==> config.mk <==
export PLATFORM = sky130hd
export DESIGN_NAME = sd_data_xfer_ctrl
export DESIGN_NICKNAME = d
export VERILOG_FILES = /design/src/rtl/sd_data_xfer_ctrl.sv
export SDC_FILE = /design/constraint.sdc
export NUM_CORES = 1
export LEC_CHECK = 0
export CAP_MARGIN = 20
export CORE_MARGIN = 2
export CORE_UTILIZATION = 47
export CTS_BUF_LIST = sky130_fd_sc_hd__clkbuf_8
export DETAILED_ROUTE_END_ITERATION = 6
export HOLD_SLACK_MARGIN = 0.06
export MAX_ROUTING_LAYER = met4
export PLACE_DENSITY = 0.86
export RECOVER_POWER = 50
export SETUP_SLACK_MARGIN = 0.3
export SLEW_MARGIN = 40
export SYNTH_ARGS = -nofsm -noshare
export SYNTH_HDL_FRONTEND = slang
export SYNTH_SLANG_ARGS = --single-unit
export TNS_END_PERCENT = 20
==> constraint.sdc <==
create_clock -name sd_clk -period 2.7 [get_ports sd_clk]
set_clock_uncertainty 0.1 [all_clocks]
set_input_delay 0.675 -clock sd_clk [delete_from_list [all_inputs] [get_ports sd_clk]]
set_output_delay 0.675 -clock sd_clk [all_outputs]
set_load 0.005 [all_outputs]
==> src/rtl/sd_data_xfer_ctrl.sv <==
`default_nettype none
// ============================================================================
// Module   : sd_data_xfer_ctrl
// Purpose  : Multi-block SD data transfer sequencer. It issues one start_dat
//            command to the serial host per block and acknowledges each
//            completed block. A bad CRC or an abort ends the transfer with a
//            stop command. After the last write block it waits for the card
//            to release DAT0 busy.
// Ports    : sd_clk, rst            - clock, synchronous active-high reset
//            start_tx_i/start_rx_i  - one-cycle write/read requests
//            abort_i                - one-cycle abort request
//            blk_cnt_i, timeout_i   - block count and per-block timeout,
//                                     latched when a start is accepted
//            busy_n, transm_complete, crc_ok - status from the serial host
//            start_dat, ack_transfer - commands to the serial host
//            busy_o, done_o         - activity level and end-of-transfer pulse
//            err_*_o                - sticky error flags
//            blk_done_o             - blocks completed with good CRC
// Config   : define SD_DATA_TIMEOUT_EN to build the per-block timeout counter.
//            Without it, timeout_i is unused and err_timeout_o is tied to 0.
// Revision : 1.0 - initial release
// ============================================================================
module sd_data_xfer_ctrl #(
  parameter int TIMEOUT_W = 16,
  parameter int BLK_W     = 8
) (
  input  logic                 sd_clk,
  input  logic                 rst,
  input  logic                 start_tx_i,
  input  logic                 start_rx_i,
  input  logic                 abort_i,
  input  logic [BLK_W-1:0]     blk_cnt_i,
  input  logic [TIMEOUT_W-1:0] timeout_i,
  input  logic                 busy_n,
  input  logic                 transm_complete,
  input  logic                 crc_ok,
  output logic [1:0]           start_dat,
  output logic                 ack_transfer,
  output logic                 busy_o,
  output logic                 done_o,
  output logic                 err_crc_o,
  output logic                 err_timeout_o,
  output logic                 err_abort_o,
  output logic [BLK_W-1:0]     blk_done_o
);

  typedef enum logic [2:0] {
    S_IDLE      = 3'd0,
    S_START     = 3'd1,
    S_ACTIVE    = 3'd2,
    S_ACK       = 3'd3,
    S_WAIT_BUSY = 3'd4,
    S_STOP      = 3'd5,
    S_DONE      = 3'd6
  } state_t;

  state_t           r_state;
  state_t           w_state_nxt;
  logic             r_dir_tx;
  logic [BLK_W-1:0] r_blk_cnt;
  logic             r_crc_ok;
  logic [BLK_W-1:0] w_blk_inc;
  logic             w_accept;
  logic             w_capture;
  logic             w_blk_good;
  logic             w_set_crc;
  logic             w_set_abort;
  logic             w_set_tmo;
  logic             w_tmo_hit;

  // Wraps modulo 2^BLK_W; only the equality test below ends a transfer.
  assign w_blk_inc = blk_done_o + BLK_W'(1);

`ifdef SD_DATA_TIMEOUT_EN
  logic [TIMEOUT_W-1:0] r_timeout;
  logic [TIMEOUT_W-1:0] r_tmo_cnt;
  logic [TIMEOUT_W-1:0] w_tmo_cnt_inc;
  logic                 r_err_tmo;

  assign w_tmo_cnt_inc = r_tmo_cnt + TIMEOUT_W'(1);
  // The counter holds the number of ACTIVE cycles already elapsed, so the
  // limit is reached on the cycle whose increment would equal it.
  assign w_tmo_hit     = (r_state == S_ACTIVE) && (r_timeout != '0) &&
                         (w_tmo_cnt_inc == r_timeout);
  assign err_timeout_o = r_err_tmo;

  always_ff @(posedge sd_clk) begin
    if (rst) begin
      r_timeout <= '0;
      r_tmo_cnt <= '0;
      r_err_tmo <= 1'b0;
    end else begin
      if (w_accept) begin
        r_timeout <= timeout_i;
        r_err_tmo <= 1'b0;
      end
      if (w_set_tmo) begin
        r_err_tmo <= 1'b1;
      end
      // Held at zero outside ACTIVE, so every entry starts a fresh count.
      if (r_state == S_ACTIVE) begin
        r_tmo_cnt <= w_tmo_cnt_inc;
      end else begin
        r_tmo_cnt <= '0;
      end
    end
  end
`else
  logic w_unused_timeout;

  assign w_unused_timeout = ^timeout_i;
  assign w_tmo_hit        = 1'b0;
  assign err_timeout_o    = 1'b0;
`endif

  // State register
  always_ff @(posedge sd_clk) begin
    if (rst) begin
      r_state <= S_IDLE;
    end else begin
      r_state <= w_state_nxt;
    end
  end

  // Next-state logic and datapath strobes
  always_comb begin
    w_state_nxt = r_state;
    w_accept    = 1'b0;
    w_capture   = 1'b0;
    w_blk_good  = 1'b0;
    w_set_crc   = 1'b0;
    w_set_abort = 1'b0;
    w_set_tmo   = 1'b0;
    case (r_state)
      S_IDLE: begin
        if (start_tx_i || start_rx_i) begin
          w_accept    = 1'b1;
          w_state_nxt = (blk_cnt_i == '0) ? S_DONE : S_START;
        end
      end
      S_START: begin
        if (abort_i) begin
          w_set_abort = 1'b1;
          w_state_nxt = S_STOP;
        end else begin
          w_state_nxt = S_ACTIVE;
        end
      end
      S_ACTIVE: begin
        // Abort beats a completing block; a completing block beats expiry.
        if (abort_i) begin
          w_set_abort = 1'b1;
          w_state_nxt = S_STOP;
        end else if (transm_complete) begin
          w_capture   = 1'b1;
          w_state_nxt = S_ACK;
        end else if (w_tmo_hit) begin
          w_set_tmo   = 1'b1;
          w_state_nxt = S_STOP;
        end
      end
      S_ACK: begin
        if (abort_i) begin
          w_set_abort = 1'b1;
          w_state_nxt = S_STOP;
        end else if (!r_crc_ok) begin
          w_set_crc   = 1'b1;
          w_state_nxt = S_STOP;
        end else begin
          w_blk_good = 1'b1;
          if (w_blk_inc == r_blk_cnt) begin
            w_state_nxt = r_dir_tx ? S_WAIT_BUSY : S_DONE;
          end else begin
            w_state_nxt = S_START;
          end
        end
      end
      S_WAIT_BUSY: begin
        if (abort_i) begin
          w_set_abort = 1'b1;
          w_state_nxt = S_STOP;
        end else if (busy_n) begin
          w_state_nxt = S_DONE;
        end
      end
      S_STOP:  w_state_nxt = S_DONE;
      S_DONE:  w_state_nxt = S_IDLE;
      default: w_state_nxt = S_IDLE;
    endcase
  end

  // Moore outputs
  always_comb begin
    start_dat    = 2'b00;
    ack_transfer = 1'b0;
    done_o       = 1'b0;
    case (r_state)
      S_START: start_dat    = r_dir_tx ? 2'b01 : 2'b10;
      S_ACK:   ack_transfer = 1'b1;
      S_STOP:  start_dat    = 2'b11;
      S_DONE:  done_o       = 1'b1;
      default: start_dat    = 2'b00;
    endcase
  end

  assign busy_o = (r_state != S_IDLE);

  // Transfer context, block progress and sticky error flags
  always_ff @(posedge sd_clk) begin
    if (rst) begin
      r_dir_tx    <= 1'b0;
      r_blk_cnt   <= '0;
      r_crc_ok    <= 1'b0;
      blk_done_o  <= '0;
      err_crc_o   <= 1'b0;
      err_abort_o <= 1'b0;
    end else begin
      if (w_accept) begin
        r_dir_tx    <= start_tx_i;
        r_blk_cnt   <= blk_cnt_i;
        blk_done_o  <= '0;
        err_crc_o   <= 1'b0;
        err_abort_o <= 1'b0;
      end
      if (w_capture) begin
        r_crc_ok <= crc_ok;
      end
      if (w_blk_good) begin
        blk_done_o <= w_blk_inc;
      end
      if (w_set_crc) begin
        err_crc_o <= 1'b1;
      end
      if (w_set_abort) begin
        err_abort_o <= 1'b1;
      end
    end
  end

endmodule
`default_nettype wire

==> results of run 1 <==
[area by class of cell]
type                       instances  share of cell area (%)
clock inverter                     1                   0.209
timing repair buffer              37                    19.4
inverter                           8                    1.67
tap                               31                    2.16
clock buffer                       3                    2.29
multi-input combinational        147                    48.2
sequential                        23                    26.1
[final timing paths]
kind / from / end / cells past startpoint
worst max register to register: blk_done_o[2] / r_state[1] / 6
worst min register to register: r_blk_cnt[0] / r_blk_cnt[0] / 2
worst min-delay path: r_blk_cnt[0] / r_blk_cnt[0] / 2
worst max-delay path: blk_done_o[2] / r_state[1] / 6
[metrics by stage]
stage | cells | utilization [%]
6_report | 250 | 64.7
5_1_grt | 250 | 64.7
4_1_cts | 249 | 63.9
3_5_place_dp | 245 | 62.3
3_3_place_gp | 245 | 62.3
2_1_floorplan | 188 | -
[cells in the mapped netlist (3+ instances only)]
cell type / count
nand2_1: 26
nand3_1: 5
o21ai_0: 11
inv_1: 8
xor2_1: 3
xnor2_1: 6
a21oi_1: 24
nor3_1: 8
dfxtp_1: 23
clkbuf_1: 9
or3_1: 4
or4_1: 3
nor2_1: 22
[worst max-delay path: cells and delay by family (launching register included)]
kind | cells | cell delay (ps)
flops | 1 | 480
compound gates | 3 | 810
simple gates | 3 | 940
[state kept, by name, indices dropped and copies added, names as in the netlist]
name and count:
r_state 3, err_crc_o 1, blk_done_o 8, err_abort_o 1, r_crc_ok 1, r_dir_tx 1, r_blk_cnt 8
[metal layers]
layer  global-route usage (%)  vias up  wire length [µm]
li1                         -      726                 -
met1                     26.8      652              1520
met2                     33.4       49              1550
met3                     3.52        8               203
met4                     7.64        0                61
met5                        -        -                 0
[kinds of logic after synthesis]
family                   after synthesis  share of synthesized area, %
AO/OA/AOI/OAI                         48                          21.2
AND/OR/NAND/NOR                       84                          29.8
flip-flops                            23                          33.1
multiplexers                           2                          1.44
adder cells (fa/ha/maj)                2                          1.62
buffers and inverters                 18                          5.13
other                                  1                         0.270
XOR/XNOR                              10                          7.38
[power by group]
| part | switching, mW | internal [mW] | leakage, nW |
|---|---|---|---|
| clock network | 0.110 | 0.102 | 0.0269 |
| registers | 0.0659 | 0.389 | 0.190 |
| logic | 0.206 | 0.187 | 0.450 |
[what timing repair did]
item                                    CTS  global route
endpoints found under the setup margin    4             6
pin swaps                                 0             1
setup buffers                             0             1
gates resized for setup                   0            12
==> results.py, run 1 <==
metrics = {
    "sta": {
        "drv_slew": 0,
        "worst_pin_slew_ps": 526,
        "worst_slew_margin_rel_pct": 64.9,
        "hold_viol": 0,
        "hold_ws_ps": 381,
        "final-setup-viol-count": 0,
        "fmax_mhz": 416,
        "fin_crit_sh_pct": 88.9,
        "rsz0062_at_grt": "yes",
        "period_needed_ps": 2400,
        "setup_tns_ps": 0,
        "setup_slack_ps": 299,
    },
    "grt": {
        "grt_pass1_vias": 1235,
        "grt_overflow_total": 0,
        "grt_usage_pct": 21.0,
        "grt_max_degree": 15,
        "grt_antenna_before_repair": 0,
        "grt_pass1_wl_um": 5420,
    },
    "route": {
        "post_drt_wl_per_cell_um": 13.3,
        "first_iter_violations": 38,
        "ant_nets": 0,
        "via_per_inst": 5.74,
        "drc_errors": 0,
        "drt_pass1_iterations": 4,
        "num_vias": 1435,
        "routed_wl_um": 3330,
    },
    "logic_synthesis": {
        "synth_largest_area_cell": "dfxtp_1",
        "synthFlopType": "dfxtp_1",
        "synth_top_area_share_pct": 33.1,
        "syn_area_mm2": 0.00139,
        "ys_seq_area_share_pct": 33.1,
        "synth_nets": 221,
        "ys_warn_count": 0,
        "ys_types": 42,
        "synth_edf_count": 0,
        "ys_ff_latch": 23,
        "synthCells": 188,
        "synth.area.top_cells": "dfxtp_1 33%, a21oi_1 8.6%, nand2_1 7.0%, nor2_1 5.9%, o21ai_0 4.0%",
        "syn_avg_cell_area_um2": 7.39,
        "ys_async_sr_fraction_pct": 0,
    },
    "worst_setup_path": {
        "reg2reg_slack_ps": 300,
        "start_kind": "register",
        "crit_path_max_fanout": 9,
        "crit_path_max_incr_delay_ps": 480,
        "worstSetupPathType": "register to register",
        "worstPathCellList": "nand4_2 > o311a_1 > nor4_2 > o221ai_2 > or4_4 > a221oi_2",
        "worstPathRequired_ps": 2780,
        "end_kind": "register",
        "slowest_stage": "dfxtp_1",
        "worstPathArrival_ps": 2480,
    },
    "die": {
        "die_h_um": 58.4,
        "dieArea_mm2": 0.00341,
        "placeableCoreArea_mm2": 0.00278,
        "io_pins": 48,
        "start_util_pct": 50.0,
        "die_w_um": 58.4,
        "rows": 19,
    },
    "power_and_ir_drop": {
        "ir_drop_v": 0.000597,
        "p_leak_nw": 0.667,
        "power_mw": 1.06,
        "power_density_mw_per_mm2": 589,
    },
    "finish": {
        "mostFrequentLayoutCells": "26 x nand2_1, 26 x clkdlybuf4s50_1, 24 x a21oi_1",
        "drive_above_1_share_pct": 10.5,
        "n_antenna_cell": 0,
        "finish.instance_area_mm2": 0.00180,
        "regArea_um2": 469,
        "final_net_count": 253,
        "fillCellCount": 231,
        "multi_input_area_um2": 867,
        "synthToLayoutAreaGrowth_pct": 29.4,
    },
    "clock_network": {
        "h-tree-depth": 1,
        "clk_pin_slew_ps": 80,
        "max-clock-path-buffers": 2,
        "clkSinkCount": 23,
        "postCtsHoldBufs": 0,
        "cts-root-buf": "clkbuf_8",
        "clk_latency_ps": 270,
        "cts_tree": "built",
        "numCtsBuffers": 3,
    },
    "placement": {
        "place_ws_ps": 244,
        "dp_hpwl_um": 2400,
        "gp_congestion": 0.882,
        "place_area_mm2": 0.00173,
        "port_buffers": 30,
    },
    "job": {
        "drv_cap": 0,
    },
    "min_path": {
        "hp-class": "register to register",
    },
    "run_status": {
        "status": "complete, no violations",
    },
}
Power figures use the tool's default switching activity.
==> run 2, diff against run 1 <==
--- a/config.mk
+++ b/config.mk
@@ -7,12 +7,12 @@
 export LEC_CHECK = 0
 export CAP_MARGIN = 20
 export CORE_MARGIN = 2
-export CORE_UTILIZATION = 47
+export CORE_UTILIZATION = 42
 export CTS_BUF_LIST = sky130_fd_sc_hd__clkbuf_8
 export DETAILED_ROUTE_END_ITERATION = 6
 export HOLD_SLACK_MARGIN = 0.06
 export MAX_ROUTING_LAYER = met4
-export PLACE_DENSITY = 0.86
+export PLACE_DENSITY = 0.81
 export RECOVER_POWER = 50
 export SETUP_SLACK_MARGIN = 0.3
 export SLEW_MARGIN = 40
==> constraint.sdc (replaced) <==
create_clock -name sd_clk -period 2.05 [get_ports sd_clk]
set_clock_uncertainty 0.1 [all_clocks]
set_input_delay 0.5125 -clock sd_clk [delete_from_list [all_inputs] [get_ports sd_clk]]
set_output_delay 0.5125 -clock sd_clk [all_outputs]
set_load 0.005 [all_outputs]
==> results.py, run 2 (synthesized netlist as in run 1, its figures left out) <==
metrics = {
    "run_status": {
        "status": "complete, but fails checks",
        "failed_checks": "setup timing",
    },
    "route": {
        "num_vias": 1612,
        "ant_nets": 0,
        "drt_pass1_iterations": 5,
        "routed_wl_um": 4260,
        "post_drt_wl_per_cell_um": 14.6,
        "first_iter_violations": 77,
        "via_per_inst": 5.52,
        "drc_errors": 0,
    },
    "die": {
        "start_util_pct": 44.8,
        "die_h_um": 61.5,
        "placeableCoreArea_mm2": 0.00310,
        "rows": 20,
        "io_pins": 48,
        "dieArea_mm2": 0.00379,
        "die_w_um": 61.5,
    },
    "finish": {
        "synthToLayoutAreaGrowth_pct": 51.6,
        "final_cell_count_no_fill": 292,
        "final_util_pct": 67.9,
        "mostFrequentLayoutCells": "31 x buf_4, 26 x nand2_1, 24 x a21oi_1",
        "finish.instance_area_mm2": 0.00211,
        "n_antenna_cell": 0,
        "drive_above_1_share_pct": 27.4,
        "final_net_count": 282,
        "fillCellCount": 281,
        "largestRegisters": "blk_done_o: 8 flops, r_blk_cnt: 8 flops, r_state: 3 flops",
        "final_common_cell": "buf_4",
    },
    "placement": {
        "gp_congestion": 0.929,
        "port_buffers": 30,
        "place_area_mm2": 0.00196,
        "place_ws_ps": -251,
        "dp_hpwl_um": 2910,
        "dp_cells": 284,
    },
    "grt": {
        "grt_overflow_total": 0,
        "grt_pass1_wl_um": 6480,
        "grt_antenna_before_repair": 0,
        "grt_pass1_vias": 1434,
        "grt_usage_pct": 23.1,
        "grt_max_degree": 15,
    },
    "worst_setup_path": {
        "start_kind": "register",
        "end_kind": "register",
        "worstPathCellList": "ha_4 > xnor2_2 > o311ai_2 > nor4_2 > o221ai_2 > buf_4 > buf_6 > buf_6 > o31ai_2 > a211oi_1",
        "crit_family": "compound AO/OA/AOI/OAI gates",
        "worstPathArrival_ps": 2240,
        "cp_num_buf_inv": 3,
        "crit_path_frequent_cell": "buf_6",
        "worstPathRequired_ps": 2100,
        "crit_path_max_fanout": 4,
        "crit_cells": 10,
        "slowest_stage": "dfxtp_4",
        "worstSetupPathType": "register to register",
        "crit_path_max_incr_delay_ps": 370,
        "ff2ff_path_depth": 10,
    },
    "clock_network": {
        "max-clock-path-buffers": 2,
        "numCtsBuffers": 3,
        "clk_latency_ps": 270,
        "h-tree-depth": 1,
        "cts-root-buf": "clkbuf_8",
        "clk_pin_slew_ps": 90,
        "clkSinkCount": 23,
        "cts_tree": "built",
        "postCtsHoldBufs": 0,
    },
    "sta": {
        "period_needed_ps": 2190,
        "drv_slew": 0,
        "setup_tns_ps": -479,
        "fmax_mhz": 456,
        "hold_ws_ps": 383,
        "final-setup-viol-count": 7,
        "fin_crit_sh_pct": 107,
        "rsz0062_at_grt": "yes",
        "setup_slack_ps": -142,
        "hold_viol": 0,
    },
    "power_and_ir_drop": {
        "p_leak_nw": 0.865,
        "ir_drop_v": 0.000439,
        "power_density_mw_per_mm2": 747,
        "power_mw": 1.57,
    },
    "min_path": {
        "hp-class": "register to register",
        "hold_depth": 2,
    },
    "job": {
        "drv_cap": 0,
    },
}
-- run 2: changes by cell type in the layout (fill, tap and decap cells not counted), moves of 2 or more --
cell | previous run | this run
buf_4 | 6 | 31
dlygate4sd2_1 | 0 | 9
clkdlybuf4s50_1 | 26 | 19
dfxtp_1 | 18 | 12
buf_6 | 0 | 5
dfxtp_2 | 4 | 9
dlygate4sd3_1 | 4 | 1
or4_1 | 2 | 0
or4_4 | 1 | 3
-- run 2: final cells by class --
class                   count  area (µm²)  share of cell area (%)
well taps                  44        55.1                    2.61
inverters                   8        30.0                    1.43
clock inverters             1        3.75                   0.178
flip-flops and latches     23         479                    22.7
multi-input cells         147         920                    43.6
clock buffers               3        41.3                    1.96
repair buffers             66         578                    27.4
-- run 2: repair_timing --
action,in CTS,in global routing
setup buffers,1,3
gates resized for setup,24,9
endpoints found under the setup margin,22,17
pin swaps,10,5
-- run 2: worst register-to-register path, delay by kind of cell (launching register included) --
family | cells | cell delay, ps
and+or+nand+nor | 1 | 270
buffers and inverters | 3 | 370
xor gates and xnor gates | 1 | 160
AOI/OAI and AO/OA | 4 | 570
DFF | 1 | 370
adders and majority gates | 1 | 250
-- run 2: report_power, final --
part / leakage, nW / internal, mW / switching [mW]
clock network: 0.0269 / 0.134 / 0.153
logic: 0.644 / 0.354 / 0.346
registers: 0.193 / 0.508 / 0.0777
-- run 2: path summary, 6_finish.rpt --
check / slack, ps / to / from
max: -140 / r_state[0] / blk_done_o[0]
min: 380 / r_blk_cnt[3] / r_blk_cnt[3]
max reg2reg: -140 / r_state[0] / blk_done_o[0]
min reg2reg: 380 / r_blk_cnt[3] / r_blk_cnt[3]
-- run 2: per-layer routing --
| metal | wire, µm | up-vias | track usage [%] | share of wire [%] |
|---|---|---|---|---|
| met5 | 0 | - | - | 0 |
| met4 | 81 | 0 | 6.69 | 1.9 |
| met3 | 223 | 10 | 2.31 | 5.2 |
| met2 | 2020 | 66 | 35.8 | 47 |
| met1 | 1930 | 757 | 31.8 | 45 |
| li1 | - | 779 | - | - |
